$ cat src/rtl/demux_pkg.sv
// Shared widths and state/channel encodings for the 2-way demultiplexer.
package demux_pkg;

  localparam int unsigned DEMUX_WIDTH = 32;
  localparam int unsigned CNT_WIDTH   = 16;

  typedef enum logic {
    CH0 = 1'b0,
    CH1 = 1'b1
  } ch_e;

  typedef enum logic [1:0] {
    EMPTY = 2'd0,
    ONE   = 2'd1,
    FULL  = 2'd2
  } fifo_state_e;

endpackage

$ cat src/rtl/demux_fifo2.sv
// Two-entry synchronous FIFO with occupancy tracked as an EMPTY/ONE/FULL state machine.
module demux_fifo2
  import demux_pkg::*;
#(
  parameter int unsigned Width = DEMUX_WIDTH
) (
  input  logic             clk_i,
  input  logic             rst_ni,
  input  logic             push_i,
  input  logic [Width-1:0] data_i,
  input  logic             pop_i,
  output logic             full_o,
  output logic             valid_o,
  output logic [Width-1:0] head_o
);

  fifo_state_e      state_q, state_d;
  logic             wr_ptr_q, wr_ptr_d;
  logic             rd_ptr_q, rd_ptr_d;
  logic [Width-1:0] mem_q [2];
  logic             push_en, pop_en;

  // A push while FULL is dropped here as a second guard; the top never issues one.
  assign push_en = push_i && (state_q != FULL);
  assign pop_en  = pop_i && (state_q != EMPTY);

  always_comb begin
    state_d  = state_q;
    wr_ptr_d = wr_ptr_q ^ push_en;
    rd_ptr_d = rd_ptr_q ^ pop_en;
    case (state_q)
      EMPTY: if (push_en) state_d = ONE;
      ONE: begin
        if (push_en && !pop_en)      state_d = FULL;
        else if (pop_en && !push_en) state_d = EMPTY;
      end
      FULL:    if (pop_en) state_d = ONE;
      default: state_d = EMPTY;
    endcase
  end

  always_ff @(posedge clk_i or negedge rst_ni) begin
    if (!rst_ni) begin
      state_q  <= EMPTY;
      wr_ptr_q <= 1'b0;
      rd_ptr_q <= 1'b0;
      mem_q[0] <= '0;
      mem_q[1] <= '0;
    end else begin
      state_q  <= state_d;
      wr_ptr_q <= wr_ptr_d;
      rd_ptr_q <= rd_ptr_d;
      if (push_en) mem_q[wr_ptr_q] <= data_i;
    end
  end

  assign full_o  = (state_q == FULL);
  assign valid_o = (state_q != EMPTY);
  assign head_o  = mem_q[rd_ptr_q];

endmodule

$ cat src/rtl/demux_2way.sv
// Registered 1-to-2 demux with a 2-entry buffer per output channel.
// Optional per-channel accepted-word counters are enabled by defining DEMUX_COUNT_EN.
module demux_2way
  import demux_pkg::*;
#(
  parameter int unsigned WIDTH = DEMUX_WIDTH
) (
  input  logic                 clk_i,
  input  logic                 rst_ni,
  input  logic [WIDTH-1:0]     in_data_i,
  input  logic                 in_sel_i,
  input  logic                 in_valid_i,
  output logic                 in_ready_o,
  output logic [WIDTH-1:0]     out0_data_o,
  output logic                 out0_valid_o,
  input  logic                 out0_ready_i,
  output logic [WIDTH-1:0]     out1_data_o,
  output logic                 out1_valid_o,
  input  logic                 out1_ready_i
`ifdef DEMUX_COUNT_EN
  ,
  output logic [CNT_WIDTH-1:0] cnt0_o,
  output logic [CNT_WIDTH-1:0] cnt1_o
`endif
);

  ch_e  sel;
  logic full0, full1;
  logic push0, push1;
  logic pop0, pop1;
  logic xfer_in;

  assign sel = ch_e'(in_sel_i);

  // Ready depends only on registered occupancy and the select, never on sink ready.
  assign in_ready_o = (sel == CH1) ? !full1 : !full0;
  assign xfer_in    = in_valid_i && in_ready_o;
  assign push0      = xfer_in && (sel == CH0);
  assign push1      = xfer_in && (sel == CH1);
  assign pop0       = out0_valid_o && out0_ready_i;
  assign pop1       = out1_valid_o && out1_ready_i;

  demux_fifo2 #(
    .Width (WIDTH)
  ) u_fifo0 (
    .clk_i   (clk_i),
    .rst_ni  (rst_ni),
    .push_i  (push0),
    .data_i  (in_data_i),
    .pop_i   (pop0),
    .full_o  (full0),
    .valid_o (out0_valid_o),
    .head_o  (out0_data_o)
  );

  demux_fifo2 #(
    .Width (WIDTH)
  ) u_fifo1 (
    .clk_i   (clk_i),
    .rst_ni  (rst_ni),
    .push_i  (push1),
    .data_i  (in_data_i),
    .pop_i   (pop1),
    .full_o  (full1),
    .valid_o (out1_valid_o),
    .head_o  (out1_data_o)
  );

`ifdef DEMUX_COUNT_EN
  logic [CNT_WIDTH-1:0] cnt0_q, cnt0_d;
  logic [CNT_WIDTH-1:0] cnt1_q, cnt1_d;

  // Counters wrap naturally at 2^CNT_WIDTH.
  always_comb begin
    cnt0_d = cnt0_q + {{(CNT_WIDTH-1){1'b0}}, push0};
    cnt1_d = cnt1_q + {{(CNT_WIDTH-1){1'b0}}, push1};
  end

  always_ff @(posedge clk_i or negedge rst_ni) begin
    if (!rst_ni) begin
      cnt0_q <= '0;
      cnt1_q <= '0;
    end else begin
      cnt0_q <= cnt0_d;
      cnt1_q <= cnt1_d;
    end
  end

  assign cnt0_o = cnt0_q;
  assign cnt1_o = cnt1_q;
`else
  // No counters in this build; routing logic above is unaffected.
`endif

endmodule

$ cat config.mk
export PLATFORM = sky130hd
export DESIGN_NAME = demux_2way
export DESIGN_NICKNAME = d
export VERILOG_FILES = /design/src/rtl/demux_pkg.sv /design/src/rtl/demux_fifo2.sv /design/src/rtl/demux_2way.sv
export SDC_FILE = /design/constraint.sdc
export NUM_CORES = 1
export LEC_CHECK = 0
export ABC_AREA = 1
export CELL_PAD_IN_SITES_DETAIL_PLACEMENT = 1
export CELL_PAD_IN_SITES_GLOBAL_PLACEMENT = 1
export CORE_MARGIN = 8
export CORE_UTILIZATION = 37
export CTS_CLUSTER_DIAMETER = 50
export CTS_CLUSTER_SIZE = 25
export DETAILED_ROUTE_END_ITERATION = 7
export PLACE_DENSITY = 0.83
export SYNTH_ARGS = -nofsm -noshare
export SYNTH_HDL_FRONTEND = slang
export SYNTH_SLANG_ARGS = --single-unit
$ cat constraint.sdc
create_clock -name clk_i -period 1.7 [get_ports clk_i]
set_clock_uncertainty 0.05 [all_clocks]
set_input_delay 0.34 -clock clk_i [delete_from_list [all_inputs] [get_ports clk_i]]
set_output_delay 0.34 -clock clk_i [all_outputs]
set_load 0.01 [all_outputs]
# [Word level (Yosys, flattened, before mapping)]
# Index checks and enable logic that the tools add are counted.
[word_totals] out_inout_bits=67 word_cells=87 ff_bits=136 input_bits=38
[classes] reduce_logical=27 n_bitwise=9 n_mux=23 n_lt_le_gt_ge=6 n_eq_ne=12
[ops] cell="$mux 32" count=8
[ops] cell="$bwmux 64" count=2
[ops] cell="$demux 32 s1" count=2
[ops] cell="$mux 2" count=8
[ops] cell="$logic_and 1x1->1" count=15
[ops] cell="$pmux 2 s3" count=2
[ops] cell="$ge 2x2->1 const B" count=4
[ops] cell="$ne 2x1->1 const B" count=4
[ops] cell="$not 1->2" count=4
[ops] cell="$logic_not 1->1" count=6
[ops] cell="$ne 3x1->1 const B" count=2
[ops] cell="$reduce_and 3->1" count=2
[ops] cell="$eq 2x1->1 const B" count=2
[ops] cell="$eq 2x2->1 const B" count=2
[ops] cell="$logic_not 2->1" count=2
[ops] cell="$lt 2x1->1 const B" count=2
[ops] cell="$ne 2x2->1 const B" count=2
[ops] cell="$reduce_bool 2->1" count=2
[ops] cell="$xor 1x1->1" count=4
[ops] cell="$mux 1" count=1
[ops] cell="$not 1->1" count=1

# [Longest topological paths before layout]
# Gate-level depths: netlist of run 1.
[logic_depth] depth_word=11 mapped_depth=9 ltp_nobuf=7

# [Cells and area by module]
# Synthesis of run 1 repeated with hierarchy kept, for this count alone.
[hier_totals] cells_unflattened=751 hier_area_um2=6167.2
[modules_own_cells] module="demux_fifo2" cells_each=369 seq_area_each_um2=1701.6 instances=2 area_per_inst_um2=3056.7
[modules_own_cells] module="demux_2way" cells_each=13 seq_area_each_um2=0.0 instances=1 area_per_inst_um2=53.8

# [Worst setup path after synthesis of run 1]
# Ideal clock, no wire load.
[synth_timing] path_type="register -> register" start="reg u_fifo0.state_q[1]" end="reg u_fifo0.mem_q[0] in the netlist's numbering" required_time_ns=1.525 n_path_buf=2 setup_time_ns=0.125 stages_incl_launch_ff=8 t_arrival_ns=1.414 synth_period_minus_slack_ns=1.589 slack_ns=0.111 path_cell_list="dfrtp_1 inv_1 o21ai_0 nor2_1 ha_1 buf_6 buf_12 mux2_4"
[synth_between] elab_chain_len=6 elab_cells_between_ends=7 cone_classes="eq/ne: 2; mux: 1; reduce/logical: 4"
[synth_lines] element="from (decl)" line="demux_fifo2.sv:17" rtl="fifo_state_e state_q, state_d;"
[synth_lines] element="from (signal assigned)" line="demux_fifo2.sv:50" rtl="state_q <= state_d;"
[synth_lines] element="$eq 2x2->1" line="demux_fifo2.sv:57" rtl="assign full_o = (state_q == FULL);"
[synth_lines] element="$logic_not 1->1" line="demux_2way.sv:36" rtl="assign in_ready_o = (sel == CH1) ? !full1 : !full0;"
[synth_lines] element="$mux 1" line="demux_2way.sv:36"
[synth_lines] element="$logic_and 1x1->1" line="demux_2way.sv:37" rtl="assign xfer_in = in_valid_i && in_ready_o;"
[synth_lines] element="$logic_and 1x1->1" line="demux_2way.sv:38" rtl="assign push0 = xfer_in && (sel == CH0);"
[synth_lines] element="$logic_and 1x1->1 (*)" line="demux_fifo2.sv:24" rtl="assign push_en = push_i && (state_q != FULL);"
[synth_lines] element="to (signal, indexed assignment)" line="demux_fifo2.sv:53" rtl="if (push_en) mem_q[wr_ptr_q] <= data_i;"
[synth_lines] element="to (decl)" line="demux_fifo2.sv:20" rtl="logic [Width-1:0] mem_q [2];"
# Mark *: on every way between the ends. The rest lies on a longest branch, timed or not.
# A chain may end at the register's enable or synchronous reset.

# [Worst setup path after layout of run 1]
[layout_timing] start="reg u_fifo1.rd_ptr_q" end="out out1_data_o[22]"
[layout_between] elab_chain_len=4
[layout_lines] element="from (decl)" line="demux_fifo2.sv:19" rtl="logic rd_ptr_q, rd_ptr_d;"
[layout_lines] element="from (signal assigned)" line="demux_fifo2.sv:52" rtl="rd_ptr_q <= rd_ptr_d;"
[layout_lines] element="$not 1->2 (implied by the code)" line="demux_fifo2.sv:59" rtl="assign head_o = mem_q[rd_ptr_q];"
[layout_lines] element="$mux 32 (implied by the code) (3 in a row)" line="demux_fifo2.sv:59"
[layout_lines] element="to (decl)" line="demux_2way.sv:17" rtl="output logic [WIDTH-1:0] out1_data_o,"
# No other way between the ends. The select of a mux whose other input is x is not followed.

==> results.txt, run 1 <==
largest net degree at the start of global routing: 47
R2R depth: 6
CP Cell Sequence: buf_12 > buf_6 > o21ai_2 > buf_2
Clock Root Buffer: clkbuf_16
GRT Total Usage: 0.175
Wirelength per Cell: 19.0 um
die outline width: 146 um
I/O pin total: 105
synthesis-stage register bit count: 136
YS warnings: 0
Levels on crit path: 4
post-DR vias/cell: 4.89
post-synthesis average cell area: 10.3 um^2
clock sinks: 136
mux contribution to synthesized area: 0.152
Mapped Nets: 644
Min-Delay Path Class: primary input to asynchronous set/reset pin
row count: 47
Worst setup EP type: primary output
# setup viols final: 65
final worst slack: -0.223 ns
Synth top area share: 0.547
worst-margin pin slew: 0.391 ns
Slew Viols, Final: 0
crit-path max cell delay: 0.49 ns
crit path DAT: 1.53 ns
RSZ-0062 raised after global routing: true
antenna violations before repair: 0
Cells after Synth: 602
drt pass-1 iters: 4
DRT antenna net count: 0
Synth Area in XOR/XNOR: 0.00422
final hold viol count: 0
share of the yosys chip area belonging to registers: 0.547
Final Hold Slack: 0.342 ns
Post-Synth Simple-Gate Area: 0.0921
synthesized area: 6220 um^2
layout cells sized above 1: 0.374
status: complete, but fails checks
power density cells: 2080 nW/um^2
TritonCTS clock tree: built
clk buf depth: 2
grt ovf: 0
Final HPWL DP: 11.7 mm
relative slew slack: 0.739
worst-path cell with the longest stage delay: dfrtp_2
core area: 16500 um^2
CP delay by family, top: flip-flops
H-tree Lvls: 4
Max FO, Critical Path: 13
Synth Area in Compound Gates: 0.105
nets@finish: 778
Post-Synth Adder-Cell Area: 0.00804
DP Cell Count: 918
startpoint types: flip-flop
pre-CTS setup slack: -0.467 ns
global placer's final weighted congestion: 0.757
crit path time final: 1.92 ns
drt total wl: 18.4 mm
Peak supply drop: 1010 uV
Skew-Pair Late Insertion Delay: 0.42 ns
Max Cap Viol: 0
Distinct cells, synth: 18
FILL cells: 1765
global-route wire length before repair: 29.6 mm
DRC: 0
DIE AREA: 21200 um^2
vias in the first global route: 5406
largest family of logic cells by synthesized area: multiplexers
failing checks: setup timing
upper clock frequency limit: 520 MHz
Worst EP required: 1.31 ns
Finished Layout Cells: 968
TritonCTS buffer count: 17
area delta synth->final: 39.1%
area leader, netlist: dfrtp_1
Initial Utilization: 0.377
Leak: 4.04 nW
Final period util: 1.13
Via Count: 4733
top post-synthesis cells by area: dfrtp_1, mux2_4, o21ai_0, nand2_1, inv_1
clock slew at reported path FFs: 0.06 ns
WS Path Type: flip-flop to primary output
DRT iter0 DRCs: 189
CP bufs+invs: 3
Die Y: 146 um
Ant. Diodes: 0
Port Buffers: 104
==> layout by cell type, fill, tap and decap left out, types with 3 or more instances in the layout <==
master,instances
buf_12,15
buf_16,4
buf_2,42
buf_4,18
buf_6,20
clkbuf_16,18
clkdlybuf4s15_2,10
clkdlybuf4s50_1,36
clkinv_2,6
clkinv_4,3
dfrtp_1,134
ha_2,3
inv_1,77
mux2_2,4
mux2_4,60
nand2_1,123
nand2_2,17
nand3_1,3
o21ai_0,64
o21ai_1,22
o21ai_2,33
o21ai_4,10
==> stage by stage <==
step | util | power [mW] | instance area [um^2] | TNS (ns)
after floorplan | - | 9.28 | 6220 | 0
after global placement | 0.463 | 12.7 | 7650 | -41.13
after detailed placement | 0.463 | 13.2 | 7650 | -47.04
after CTS | 0.511 | 17.4 | 8440 | -9.45
after global routing | 0.524 | 19.0 | 8650 | -14.17
final | 0.524 | 18.0 | 8650 | -10.17
==> worst register-to-register path, delay by kind of cell (launching register included) <==
family                   cells  cell delay (ns)
buffers and inverters        2             0.33
multiplexers                 1             0.32
AND/OR/NAND/NOR              2             0.18
adder cells (fa/ha/maj)      1             0.21
flip-flops                   1             0.39
==> cell type report <==
class / count / area, um^2 / area share
clock buffers: 18 / 439 / 0.0508
well taps: 220 / 275 / 0.0318
multi-input cells: 352 / 2570 / 0.298
repair buffers: 151 / 1530 / 0.177
inverters: 78 / 293 / 0.0338
flip-flops and latches: 136 / 3410 / 0.394
clock inverters: 13 / 131 / 0.0152
==> registers in the layout, indices dropped and copies added, names as in the netlist <==
signal and flops:
u_fifo0.mem_q 64, u_fifo1.wr_ptr_q 1, u_fifo1.state_q 2, u_fifo1.rd_ptr_q 1
u_fifo0.wr_ptr_q 1, u_fifo0.state_q 2, u_fifo0.rd_ptr_q 1, u_fifo1.mem_q 64
==> timing repair <==
item | CTS | global route
endpoints found under the hold margin | 31 | 0
resized for setup | 400 | 49
endpoints found under the setup margin | 68 | 123
buffers inserted | 9 | 3
cloned | 4 | 2
hold buffers | 1 | 0
pin swaps | 15 | 2
==> routing by layer <==
metal | GRT usage | part of all wire
met1 | 0.204 | 0.42
met5 | 0 | 0
met4 | 0.0630 | 0.022
met2 | 0.303 | 0.52
met3 | 0.0445 | 0.037
==> path summary, 6_finish.rpt <==
check / startpoint / to / slack [ns]
max: u_fifo1.rd_ptr_q$_DFF_PN0_ / out1_data_o[22] / -0.22
min: rst_ni / u_fifo1.mem_q[60]$_DFFE_PN0P_ / 0.34
max reg2reg: u_fifo1.state_q[1]$_DFFE_PN0P_ / u_fifo1.mem_q[13]$_DFFE_PN0P_ / 0.10
min reg2reg: u_fifo1.mem_q[1]$_DFFE_PN0P_ / u_fifo1.mem_q[1]$_DFFE_PN0P_ / 0.46
max in group asynchronous: rst_ni / u_fifo0.rd_ptr_q$_DFF_PN0_ / 0.69
min in group clk_i: u_fifo1.mem_q[1]$_DFFE_PN0P_ / u_fifo1.mem_q[1]$_DFFE_PN0P_ / 0.46
==> synth_stat cells, drive strengths merged <==
library cell and count:
nor3 1, or2 1, nand3 3, o21ai 129, nand2 142, dfrtp 136, xor2 2, buf 30
a21oi 2, inv 78, clkbuf 6, xnor2 1, nor2 3, ha 4, mux2 64
==> kinds of logic (layout without fill, tap and decap cells) <==
family,count (synthesis),count (layout)
simple gates,150,150
flops,136,136
compound gates,131,131
buf+inv,114,260
mux,64,64
fa+ha+maj,4,4
xor+xnor,3,3
==> report_power, final <==
part / leakage, nW / internal, mW / switching (mW)
clock network: 0.281 / 2.17 / 1.43
logic: 2.11 / 4.34 / 4.30
registers: 1.65 / 4.82 / 0.923
total: 4.04 / 11.3 / 6.65
(Power assumes the default switching activity.)
==> inputs of run 2 (changes only) <==
--- a/config.mk
+++ b/config.mk
@@ -13,7 +13,7 @@
 export CTS_CLUSTER_DIAMETER = 50
 export CTS_CLUSTER_SIZE = 25
 export DETAILED_ROUTE_END_ITERATION = 7
-export PLACE_DENSITY = 0.83
+export PLACE_DENSITY_LB_ADDON = 0.1
 export SYNTH_ARGS = -nofsm -noshare
 export SYNTH_HDL_FRONTEND = slang
 export SYNTH_SLANG_ARGS = --single-unit
==> run 2 against run 1 <==
The run still ends with setup timing left; via count decreased by 1.1%; highest routed layer unchanged; final area increased by 4.0%; routed wire length increased by 4.2%; sequential share of layout area decreased by 1.5 points; clock-buffer cell count increased by 2; largest cell class unchanged; first-iteration DRC count increased by 17%; maximum frequency increased by 2.2%; combinational power increased by 9.8%; power increased by 6.2%; worst hold slack improved by 0.015 ns; non-clock buffer count decreased by 3; utilization increased by 2.1 points.
==> results.txt, run 2 (synthesis gave the netlist of run 1 again) <==
TritonCTS clock tree: built (unchanged)
Wirelength per Cell: 19.8 um (was 19.0 um)
DP Cell Count: 920 (was 918)
area occupied by multi-input gates: 2840 um^2 (was 2570 um^2)
Ant. Diodes: 0 (unchanged)
Max FO, Critical Path: 8 (was 13)
GRT Total Usage: 0.186 (was 0.175)
Min-Delay Path Class: primary input to asynchronous set/reset pin (unchanged)
Die Y: 146 um (unchanged)
placed cell area: 7680 um^2 (was 7650 um^2)
Worst EP required: 1.31 ns (about the same)
FILL cells: 1748 (was 1765)
area delta synth->final: 44.6% (was 39.1%)
Largest regs: u_fifo0.mem_q x64, u_fifo1.mem_q x64 (unchanged)
Setup TNS: -8.19 ns (was -10.17 ns)
Seq. cell area: 3410 um^2 (unchanged)
Final Hold Slack: 0.357 ns (was 0.342 ns)
pre-CTS setup slack: -0.452 ns (was -0.467 ns)
Worst setup EP type: primary output (unchanged)
Clock Root Buffer: clkbuf_16 (unchanged)
Port Buffers: 104 (unchanged)
final worst slack: -0.181 ns (was -0.223 ns)
final hold viol count: 0 (unchanged)
I/O pin total: 105 (unchanged)
commonest cells after routing, fill and taps aside: dfrtp_1, nand2_1, inv_1 (unchanged)
status: complete, but fails checks (unchanged)
crit path time final: 1.88 ns (was 1.92 ns)
largest net degree at the start of global routing: 43 (was 47)
DRC: 0 (unchanged)
RSZ-0062 raised after global routing: true (unchanged)
Slew Viols, Final: 0 (unchanged)
drt pass-1 iters: 4 (unchanged)
Final HPWL DP: 11.5 mm (was 11.7 mm)
worst-margin pin slew: 0.428 ns (was 0.391 ns)
power density cells: 2120 nW/um^2 (was 2080 nW/um^2)
final core utilization: 0.545 (was 0.524)
Finished Layout Cells: 966 (was 968)
clock slew at reported path FFs: 0.06 ns (about the same)
post-DR vias/cell: 4.84 (was 4.89)
core area: 16500 um^2 (unchanged)
row count: 47 (unchanged)
DIE AREA: 21200 um^2 (unchanged)
clk buf depth: 2 (unchanged)
grt ovf: 0 (unchanged)
global placer's final weighted congestion: 0.733 (was 0.757)
Peak supply drop: 1000 uV (was 1010 uV)
die outline width: 146 um (unchanged)
nets@finish: 775 (was 778)
drt total wl: 19.1 mm (was 18.4 mm)
startpoint types: flip-flop (unchanged)
DRT antenna net count: 0 (unchanged)
clock sinks: 136 (unchanged)
antenna violations before repair: 0 (unchanged)
H-tree Lvls: 4 (unchanged)
upper clock frequency limit: 532 MHz (was 520 MHz)
Max Cap Viol: 0 (unchanged)
Final period util: 1.11 (was 1.13)
relative slew slack: 0.715 (was 0.739)
Pwr Total: 19.1 mW (was 18.0 mW)
Via Count: 4680 (was 4733)
commonest non-fill, non-tap cell in the layout: dfrtp_1 (unchanged)
Initial Utilization: 0.377 (unchanged)
Leak: 4.20 nW (was 4.04 nW)
vias in the first global route: 5356 (was 5406)
finished layout cell area: 9000 um^2 (was 8650 um^2)
failing checks: setup timing (unchanged)
WS Path Type: flip-flop to primary output (unchanged)
crit path DAT: 1.49 ns (was 1.53 ns)
DRT iter0 DRCs: 221 (was 189)
# setup viols final: 63 (was 65)
global-route wire length before repair: 30.7 mm (was 29.6 mm)
TritonCTS buffer count: 17 (unchanged)
Skew-Pair Late Insertion Delay: 0.42 ns (about the same)
layout cells sized above 1: 0.436 (was 0.374)
-- run 2: critical path: stages (launching register included) --
cell,delay (ns)
dfrtp_2,0.46
buf_8,0.17
buf_12,0.15
o21ai_4,0.16
buf_6,0.13
-- run 2: timing repair --
item | CTS | global route
gates cloned | 8 | 2
hold buffers | 1 | 0
pin swaps | 42 | 16
buffers inserted | 9 | 0
gates resized for setup | 490 | 48
setup endpoints to repair | 83 | 137
endpoints found under the hold margin | 38 | 0
-- run 2: area by class of cell --
type,instances,share of cell area
clock inverters,12,0.0165
repair buffers,148,0.175
flip-flops and latches,136,0.378
multi-input cells,352,0.316
inverters,78,0.0325
clock buffers,20,0.0508
well taps,220,0.0306
-- run 2: final timing paths --
path	slack, ns	cells after the start	startpoint	end
max in group asynchronous	0.64	3	rst_ni	u_fifo0.rd_ptr_q$_DFF_PN0_
min reg2reg	0.46	1	u_fifo1.mem_q[1]$_DFFE_PN0P_	u_fifo1.mem_q[1]$_DFFE_PN0P_
min in group clk_i	0.46	1	u_fifo1.mem_q[1]$_DFFE_PN0P_	u_fifo1.mem_q[1]$_DFFE_PN0P_
min	0.36	2	rst_ni	u_fifo1.mem_q[61]$_DFFE_PN0P_
max	-0.18	4	u_fifo0.rd_ptr_q$_DFF_PN0_	out0_data_o[27]
max reg2reg	0.11	7	u_fifo1.state_q[0]$_DFFE_PN0P_	u_fifo1.mem_q[0]$_DFFE_PN0P_
-- run 2: layer usage --
layer / part of all wire / global-route usage
met3: 0.034 / 0.0429
met2: 0.52 / 0.320
met4: 0.013 / 0.0604
met5: 0 / 0
met1: 0.43 / 0.225
-- run 2: where the power goes --
group          switching [mW]  total [mW]  internal, mW  leakage (nW)
registers               0.982        5.80          4.82          1.65
logic                    4.71        9.48          4.77          2.25
clock network            1.44        3.82          2.38         0.300
total                    7.13        19.1          12.0          4.20
==> inputs of run 3 (changes only) <==
--- a/config.mk
+++ b/config.mk
@@ -6,6 +6,7 @@
 export NUM_CORES = 1
 export LEC_CHECK = 0
 export ABC_AREA = 1
+export CAP_MARGIN = 20
 export CELL_PAD_IN_SITES_DETAIL_PLACEMENT = 1
 export CELL_PAD_IN_SITES_GLOBAL_PLACEMENT = 1
 export CORE_MARGIN = 8
==> results of run 3 <==
The final DEF is identical to that of run 2; final timing and power are the same.
